### config.mk
export PLATFORM = sky130hd
export DESIGN_NAME = vtim_flat
export DESIGN_NICKNAME = d
export VERILOG_FILES = /design/src/rtl/vtim_pkg.sv /design/src/rtl/vtim_if.sv /design/src/rtl/vtim_cnt.sv /design/src/rtl/vtim.sv /design/src/flat_wrapper.sv
export SDC_FILE = /design/constraint.sdc
export NUM_CORES = 1
export LEC_CHECK = 0
export ABC_AREA = 1
export CORE_ASPECT_RATIO = 0.9
export CORE_UTILIZATION = 32
export CTS_CLUSTER_SIZE = 40
export DETAILED_ROUTE_END_ITERATION = 8
export RECOVER_POWER = 100
export SYNTH_ARGS = -nofsm -noshare
export SYNTH_HDL_FRONTEND = slang
export SYNTH_HIERARCHICAL = 1
export SYNTH_SLANG_ARGS = --single-unit
### constraint.sdc
create_clock -name PixelClk -period 3 [get_ports PixelClk]
set_clock_uncertainty 0.05 [all_clocks]
set_input_delay 0.6 -clock PixelClk [delete_from_list [all_inputs] [get_ports PixelClk]]
set_output_delay 0.6 -clock PixelClk [all_outputs]
set_load 0.1 [all_outputs]
### src/rtl/vtim_pkg.sv
// vtim_pkg: shared 640x480 raster constants (active, totals, sync bounds for vsig) and the vtim flag record
package vtim_pkg;
  localparam int DEF_XWIDTH = 10;
  localparam int DEF_YWIDTH = 10;
  localparam int H_ACT = 640;
  localparam int H_TOT = 800;
  localparam int H_SYNC_START = 656;
  localparam int H_SYNC_END = 752;
  localparam int V_ACT = 480;
  localparam int V_TOT = 525;
  localparam int V_SYNC_START = 490;
  localparam int V_SYNC_END = 492;
  localparam int DEF_PREFETCH = 32;
  typedef struct packed {
    logic act_h;
    logic act_v;
    logic frame_start;
    logic line_end;
    logic fetch_req;
  } vtim_flags_t;
  localparam vtim_flags_t FLAGS_RST = '{act_h: 1'b1, act_v: 1'b1, default: 1'b0};
endpackage

### src/rtl/vtim_if.sv
// vtim_if: timing bundle; master (vtim) takes Run and drives counters, active flags, strobes, FetchLine; slave is the consumer side
interface vtim_if #(
  parameter int XWIDTH = vtim_pkg::DEF_XWIDTH,
  parameter int YWIDTH = vtim_pkg::DEF_YWIDTH
);
  logic Run;
  logic [XWIDTH-1:0] PixelCnt;
  logic [YWIDTH-1:0] LineCnt;
  logic [YWIDTH-1:0] FetchLine;
  logic IsActHorz;
  logic IsActVert;
  logic FrameStart;
  logic LineEnd;
  logic FetchReq;
  modport master (
    input Run,
    output PixelCnt, LineCnt, IsActHorz, IsActVert, FrameStart, LineEnd, FetchReq, FetchLine
  );
  modport slave (
    output Run,
    input PixelCnt, LineCnt, IsActHorz, IsActVert, FrameStart, LineEnd, FetchReq, FetchLine
  );
endinterface

### src/rtl/vtim_cnt.sv
// vtim_cnt: wrap counter 0..N-1; ports PixelClk, nReset (sync active-low), en, q (count), nxt (value after this edge), tc (q==N-1)
module vtim_cnt #(
  parameter int W = 10,
  parameter int N = 800
) (
  input  logic         PixelClk,
  input  logic         nReset,
  input  logic         en,
  output logic [W-1:0] q,
  output logic [W-1:0] nxt,
  output logic         tc
);
  localparam logic [W-1:0] LAST = W'(N - 1);
  assign tc = q == LAST;
  assign nxt = !en ? q : tc ? '0 : q + W'(1);
  always_ff @(posedge PixelClk)
    if (!nReset) q <= '0;
    else q <= nxt;
endmodule

### src/rtl/vtim.sv
// vtim: video timing generator; ports PixelClk, nReset (sync active-low), t (vtim_if.master: Run in; PixelCnt, LineCnt, IsActHorz/Vert, FrameStart, LineEnd, FetchReq, FetchLine out)
module vtim import vtim_pkg::*; #(
  parameter int XWIDTH = DEF_XWIDTH,
  parameter int YWIDTH = DEF_YWIDTH,
  parameter int HACT = H_ACT,
  parameter int HTOT = H_TOT,
  parameter int VACT = V_ACT,
  parameter int VTOT = V_TOT,
  parameter int PREFETCH = DEF_PREFETCH
) (
  input logic    PixelClk,
  input logic    nReset,
  vtim_if.master t
);
  if (!(HACT < HTOT && VACT < VTOT && PREFETCH >= 1 && PREFETCH <= HTOT - HACT &&
        HTOT <= 2 ** XWIDTH && VTOT <= 2 ** YWIDTH)) begin : g_bad_params
    $fatal(1, "vtim: illegal timing parameters");
  end
  localparam logic [XWIDTH-1:0] H_ACT_C = XWIDTH'(HACT);
  localparam logic [XWIDTH-1:0] H_LAST = XWIDTH'(HTOT - 1);
  localparam logic [XWIDTH-1:0] H_PF = XWIDTH'(HTOT - PREFETCH);
  localparam logic [YWIDTH-1:0] V_ACT_C = YWIDTH'(VACT);
  localparam logic [YWIDTH-1:0] V_LAST = YWIDTH'(VTOT - 1);
  logic [XWIDTH-1:0] h_q, h_nxt;
  logic [YWIDTH-1:0] v_q, v_nxt, fl_nxt, fetch_line;
  logic h_tc, v_tc;
  vtim_flags_t f, f_nxt;
  vtim_cnt #(.W(XWIDTH), .N(HTOT)) u_h (
    .PixelClk(PixelClk), .nReset(nReset), .en(t.Run),
    .q(h_q), .nxt(h_nxt), .tc(h_tc)
  );
  vtim_cnt #(.W(YWIDTH), .N(VTOT)) u_v (
    .PixelClk(PixelClk), .nReset(nReset), .en(t.Run && h_tc),
    .q(v_q), .nxt(v_nxt), .tc(v_tc)
  );
  // Flags are computed from the counters' next values so they land in the same cycle as the counts they describe.
  assign fl_nxt = v_nxt == V_LAST ? '0 : v_nxt + YWIDTH'(1);
  always_comb
    f_nxt = '{
      act_h:       h_nxt < H_ACT_C,
      act_v:       v_nxt < V_ACT_C,
      frame_start: t.Run && h_tc && v_tc,
      line_end:    t.Run && h_nxt == H_LAST,
      fetch_req:   t.Run && h_nxt == H_PF && fl_nxt < V_ACT_C
    };
  always_ff @(posedge PixelClk)
    if (!nReset) begin
      f <= FLAGS_RST;
      fetch_line <= '0;
    end else begin
      f <= f_nxt;
      fetch_line <= fl_nxt;
    end
  assign t.PixelCnt = h_q;
  assign t.LineCnt = v_q;
  assign t.IsActHorz = f.act_h;
  assign t.IsActVert = f.act_v;
  assign t.FrameStart = f.frame_start;
  assign t.LineEnd = f.line_end;
  assign t.FetchReq = f.fetch_req;
  assign t.FetchLine = fetch_line;
endmodule
### src/flat_wrapper.sv
// flat-port wrapper written by rule: the top's interface ports become plain ports
module vtim_flat import vtim_pkg::*;
#(
  parameter int XWIDTH = DEF_XWIDTH,
  parameter int YWIDTH = DEF_YWIDTH,
  parameter int HACT = H_ACT,
  parameter int HTOT = H_TOT,
  parameter int VACT = V_ACT,
  parameter int VTOT = V_TOT,
  parameter int PREFETCH = DEF_PREFETCH
)
  (PixelClk, nReset, t_Run, t_PixelCnt, t_LineCnt, t_IsActHorz, t_IsActVert, t_FrameStart, t_LineEnd, t_FetchReq, t_FetchLine);
  vtim_if #(.XWIDTH(XWIDTH), .YWIDTH(YWIDTH)) t_i ();
  input logic PixelClk;
  input logic nReset;
  input wire logic [$bits(t_i.Run)-1:0] t_Run;
  output wire logic [$bits(t_i.PixelCnt)-1:0] t_PixelCnt;
  output wire logic [$bits(t_i.LineCnt)-1:0] t_LineCnt;
  output wire logic [$bits(t_i.IsActHorz)-1:0] t_IsActHorz;
  output wire logic [$bits(t_i.IsActVert)-1:0] t_IsActVert;
  output wire logic [$bits(t_i.FrameStart)-1:0] t_FrameStart;
  output wire logic [$bits(t_i.LineEnd)-1:0] t_LineEnd;
  output wire logic [$bits(t_i.FetchReq)-1:0] t_FetchReq;
  output wire logic [$bits(t_i.FetchLine)-1:0] t_FetchLine;
  assign t_i.Run = t_Run;
  assign t_PixelCnt = t_i.PixelCnt;
  assign t_LineCnt = t_i.LineCnt;
  assign t_IsActHorz = t_i.IsActHorz;
  assign t_IsActVert = t_i.IsActVert;
  assign t_FrameStart = t_i.FrameStart;
  assign t_LineEnd = t_i.LineEnd;
  assign t_FetchReq = t_i.FetchReq;
  assign t_FetchLine = t_i.FetchLine;
  vtim #(.XWIDTH(XWIDTH), .YWIDTH(YWIDTH), .HACT(HACT), .HTOT(HTOT), .VACT(VACT), .VTOT(VTOT), .PREFETCH(PREFETCH)) u_core (.PixelClk(PixelClk), .nReset(nReset), .t(t_i));
endmodule
==> results.env, run 1 <==
HOLD_PATH_CLASS='reg2reg'
GRT_UTIL_MET3_PCT=3.467
POST_DRT_VIA_CELL_RATIO=4.464
SYN2LAYOUT_AREA_GROWTH_PCT=16.18
MIN_PERIOD_OVER_PERIOD_PCT=88.75
CTS_ROOT_BUFFER='sky130_fd_sc_hd__clkbuf_8'
GLOBALROUTE.BUSIESTLAYER='met2'
DIE-WIDTH_UM=83.77
DESIGN.FINAL.NETS=331
SYNTH.YOSYS.WARNINGS=6
MOSTFREQUENTLAYOUTCELL='sky130_fd_sc_hd__nand2_1'
START_UTIL_PCT=33.63
OVERALL_OVERFLOW_REMAINING_AFTER_GLOBAL_ROUTE=0
DRTITER0DRC=72
NUMBER_OF_NETS_PRODUCED_BY_SYNTHESIS=286
FILLERS=651
SLEW_VIOL_FINAL=0
TOTAL_POWER_mW=0.8453
DRCVIOLATIONCOUNT=0
VDD_DROP_MAX_V=0.0001901
DETAILROUTE.VIA_COUNT=1759
CTS_HOLD_BUF=0
CLOCK_TREE.HTREE_LEVEL_COUNT=2
WHS_PS=469.8
GLOBAL_ROUTE.USAGE.MET2_PCT=24.03
DRTANTENNAVIOLNETS=0
FINAL_LAYOUT_SIZE_SUFFIX_GT1_SHARE_PCT=12.04
GRT_START_MAX_NET_PINS=11
CP-END-KIND='flip-flop'
CTS_BUFFER_DEPTH=2
AREA_USED_BY_MULTI_INPUT_COMBINATIONAL_LOGIC_MM2=0.001012
DETAIL_ROUTE.WL_PER_CELL_UM=10.87
SYNTH.YOSYS.SEQ_AREA_SHARE_PCT=36.39
TIMING.REG2REG.WORST_PATH_DEPTH=18
UNREPAIRED_SETUP_ENDPOINTS_AFTER_GLOBAL_ROUTING='false'
FINAL-SEQ-AREA_UM2=709.4
RRSETUPSLACK_PS=340
POSTCTSSETUPREPAIRBUFS=0
CRIT_END='u_core/t.FetchReq$_SDFF_PN0_'
CRITICAL_PATH_PEAK_FANOUT=7
CRIT_TYPE='reg2reg'
NUM_ANTENNA_CELLS=0
PLACE_CONGESTION=0.8520
STATUS='finished clean'
TRITONCTS='built'
SYNTH_CELL_TYPES=27
DIE_AREA_MM2=0.006332
CRITPATHREQUIREDTIME_PS=3140
TIMING.CRITICAL_PATH.ARRIVAL_PS=2800
POST_SYN_INSTANCES=278
DRT_PRE_ANTENNA_ITERS=4
PLACEDCELLCOUNT=386
NUMBER_OF_SETUP_VIOLATIONS_IN_THE_FINAL_REPORT=0
CRITICAL_PATH_STARTPOINT='u_core/u_h/q[0]$_SDFF_PN0_'
PLACEMENT.CELL_AREA_MM2=0.002312
PLACEMENT.IO_BUFFERS=37
POWER_LEAKAGE_nW=1.030
FLIP_FLOP_AND_LATCH_COUNT_AFTER_SYNTHESIS=35
STDCELL_AREA_MM2=0.002237
CLKTRANSATPATHREGS_PS=70
ANTENNA_FOUND_INITIAL=0
RELSLEWSLACK_PCT=22.37
POWER-PER-CELL-AREA_mW_PER_MM2=377.9
FIRST_PASS_GRT_WIRE_LENGTH_MM=7.272
REGTOREGSTARTPOINT='u_core/u_h/q[0]$_SDFF_PN0_'
FINALHOLDVIOLCOUNT=0
GR-USAGE-MET1_PCT=18.66
PLACE_HPWL_MM=3.261
FINALSETUPTNS_PS=0
FLOORPLAN.DIE.HEIGHT_UM=75.59
DRT-TOTAL-WL_MM=4.282
FIN_CRIT_PS=2662
MAPPEDNETLISTAREA_MM2=0.001926
NUMBER_OF_GLOBAL_ROUTE_VIAS_BEFORE_REPAIR=1601
CAP_VIOLATIONS=0
AVGSYNTHCELLAREA_UM2=6.927
CLOCK-SINKS=35
WORSTSETUPSTARTPOINTTYPE='flip-flop'
NUMBER_OF_BUFFERS_CREATED_BY_CTS=5
CLOCK.FMAX_MHz=375.6
CORE_AREA_MM2=0.005725
CLKLATENCYLATEPIN_PS=290
FINAL_CELL_COUNT_NO_FILL=394
IO-PIN-COUNT=38
CORE.ROWCOUNT=26
WORST_SLEW_PIN_SLEW_PS=1169
GLOBAL_ROUTE.USAGE.TOTAL_PCT=14.51
REG2REG_TO='u_core/t.FetchReq$_SDFF_PN0_'
WORST_HOLD_STARTPOINT='u_core/u_h/q[1]$_SDFF_PN0_'
MOST-COMMON-LAYOUT-CELLS='sky130_fd_sc_hd__nand2_1, sky130_fd_sc_hd__nor2_1, sky130_fd_sc_hd__inv_1, sky130_fd_sc_hd__clkbuf_1, sky130_fd_sc_hd__dfxtp_1'
## cell families (layout without fill, tap and decap cells)
group	count (synthesis)	in the layout	synth area share (%)
flops	35	35	36.39
compound gates	15	15	5.133
buf+inv	51	97	9.941
fa+ha+maj	5	5	3.249
xor+xnor	9	9	4.094
simple gates	163	163	41.20
## per-layer routing
layer,share of wire (%),wire [um],vias to the layer above
li1,-,-,944
met3,4.7,201,3
met5,0,0,-
met1,49,2112,776
met4,0.84,36,0
met2,45,1932,36
## per-stage QoR
step	util (%)	setup slack (ps)
2_1_floorplan	-	33.24
3_3_place_gp	40.38	169.3
3_5_place_dp	40.38	139.3
4_1_cts	41.81	176.0
5_1_grt	39.07	17.90
6_report	39.07	337.5
## worst max-delay path: stages (launching register included)
cell and delay, ps:
sky130_fd_sc_hd__dfxtp_2 370, sky130_fd_sc_hd__ha_2 220, sky130_fd_sc_hd__inv_1 70, sky130_fd_sc_hd__nor2_4 120, sky130_fd_sc_hd__nand4_4 140, sky130_fd_sc_hd__inv_1 110
sky130_fd_sc_hd__nand2_1 70, sky130_fd_sc_hd__inv_2 110, sky130_fd_sc_hd__nand3_1 180, sky130_fd_sc_hd__o21ai_1 170, sky130_fd_sc_hd__nand2_1 100, sky130_fd_sc_hd__nor2_2 210
sky130_fd_sc_hd__nand3_2 160, sky130_fd_sc_hd__nor2_2 130, sky130_fd_sc_hd__nor2_1 70, sky130_fd_sc_hd__nor2_1 90, sky130_fd_sc_hd__nand2_1 60, sky130_fd_sc_hd__nor2_1 100
sky130_fd_sc_hd__nor2_1 40
## how the worst min path moves through the flow
| stage | to | slack, ps | depth (start not counted) |
|---|---|---|---|
| global route | u_core/u_h/q[1]$_SDFF_PN0_ | 490 | 2 |
| detailed placement | u_core/u_h/q[1]$_SDFF_PN0_ | 460 | 2 |
| CTS | u_core/u_h/q[1]$_SDFF_PN0_ | 470 | 2 |
| global placement | u_core/u_h/q[1]$_SDFF_PN0_ | 460 | 2 |
| finish | u_core/u_h/q[1]$_SDFF_PN0_ | 470 | 2 |
| floorplan | u_core/t.IsActVert$_SDFF_PN1_ | 630 | 1 |
## state kept, by name (all words and copies together), names as in the netlist
| signal | flops |
|---|---|
| u_core/t.LineEnd | 1 |
| u_core/t.FetchReq | 1 |
| u_core/u_v/q | 10 |
| u_core/t.IsActVert | 1 |
| u_core/u_h/q | 10 |
| u_core/t.FetchLine | 10 |
| u_core/t.IsActHorz | 1 |
| u_core/t.FrameStart | 1 |
## Yosys cell counts, drive strengths merged
| master | count | area (um^2) |
|---|---|---|
| nand2 | 64 | 252.7 |
| nor2 | 61 | 295.3 |
| inv | 49 | 183.9 |
| dfxtp | 35 | 700.7 |
| nand3 | 21 | 120.1 |
| nor3 | 10 | 60.06 |
| xor2 | 9 | 78.83 |
| nand4 | 7 | 65.06 |
| a21oi | 6 | 30.03 |
| ha | 5 | 62.56 |
| o21ai | 3 | 15.01 |
| o21bai | 3 | 30.03 |
| a21o | 2 | 16.27 |
| clkinv | 2 | 7.510 |
| o211ai | 1 | 7.510 |
## power breakdown
part	total [mW]	internal, mW	switching [mW]
logic	0.0477	0.00825	0.0394
clock network	0.327	0.163	0.165
registers	0.470	0.468	0.00256
total	0.845	0.639	0.207
## area by class of cell
cell class,count,area share [%]
clock buffer,7,3.412
clock inverter,1,0.2237
inverter,51,8.557
multi-input combinational,192,45.25
sequential,35,31.71
tap,70,3.915
timing repair buffer,38,6.935
## repair_timing
action | 4_1_cts | 5_1_grt
hold endpoints to repair | 0 | 0
resized for setup | 0 | 6
endpoints found under the setup margin | 0 | 7
Power figures use the tool's default switching activity.
==> run 2: changes to the inputs <==
--- a/config.mk
+++ b/config.mk
@@ -6,6 +6,7 @@
 export NUM_CORES = 1
 export LEC_CHECK = 0
 export ABC_AREA = 1
+export ABC_CLOCK_PERIOD_IN_PS = 3000
 export CORE_ASPECT_RATIO = 0.9
 export CORE_UTILIZATION = 32
 export CTS_CLUSTER_SIZE = 40
==> results of run 2 <==
No change in the layout: final DEF, timing and power equal those of run 1.
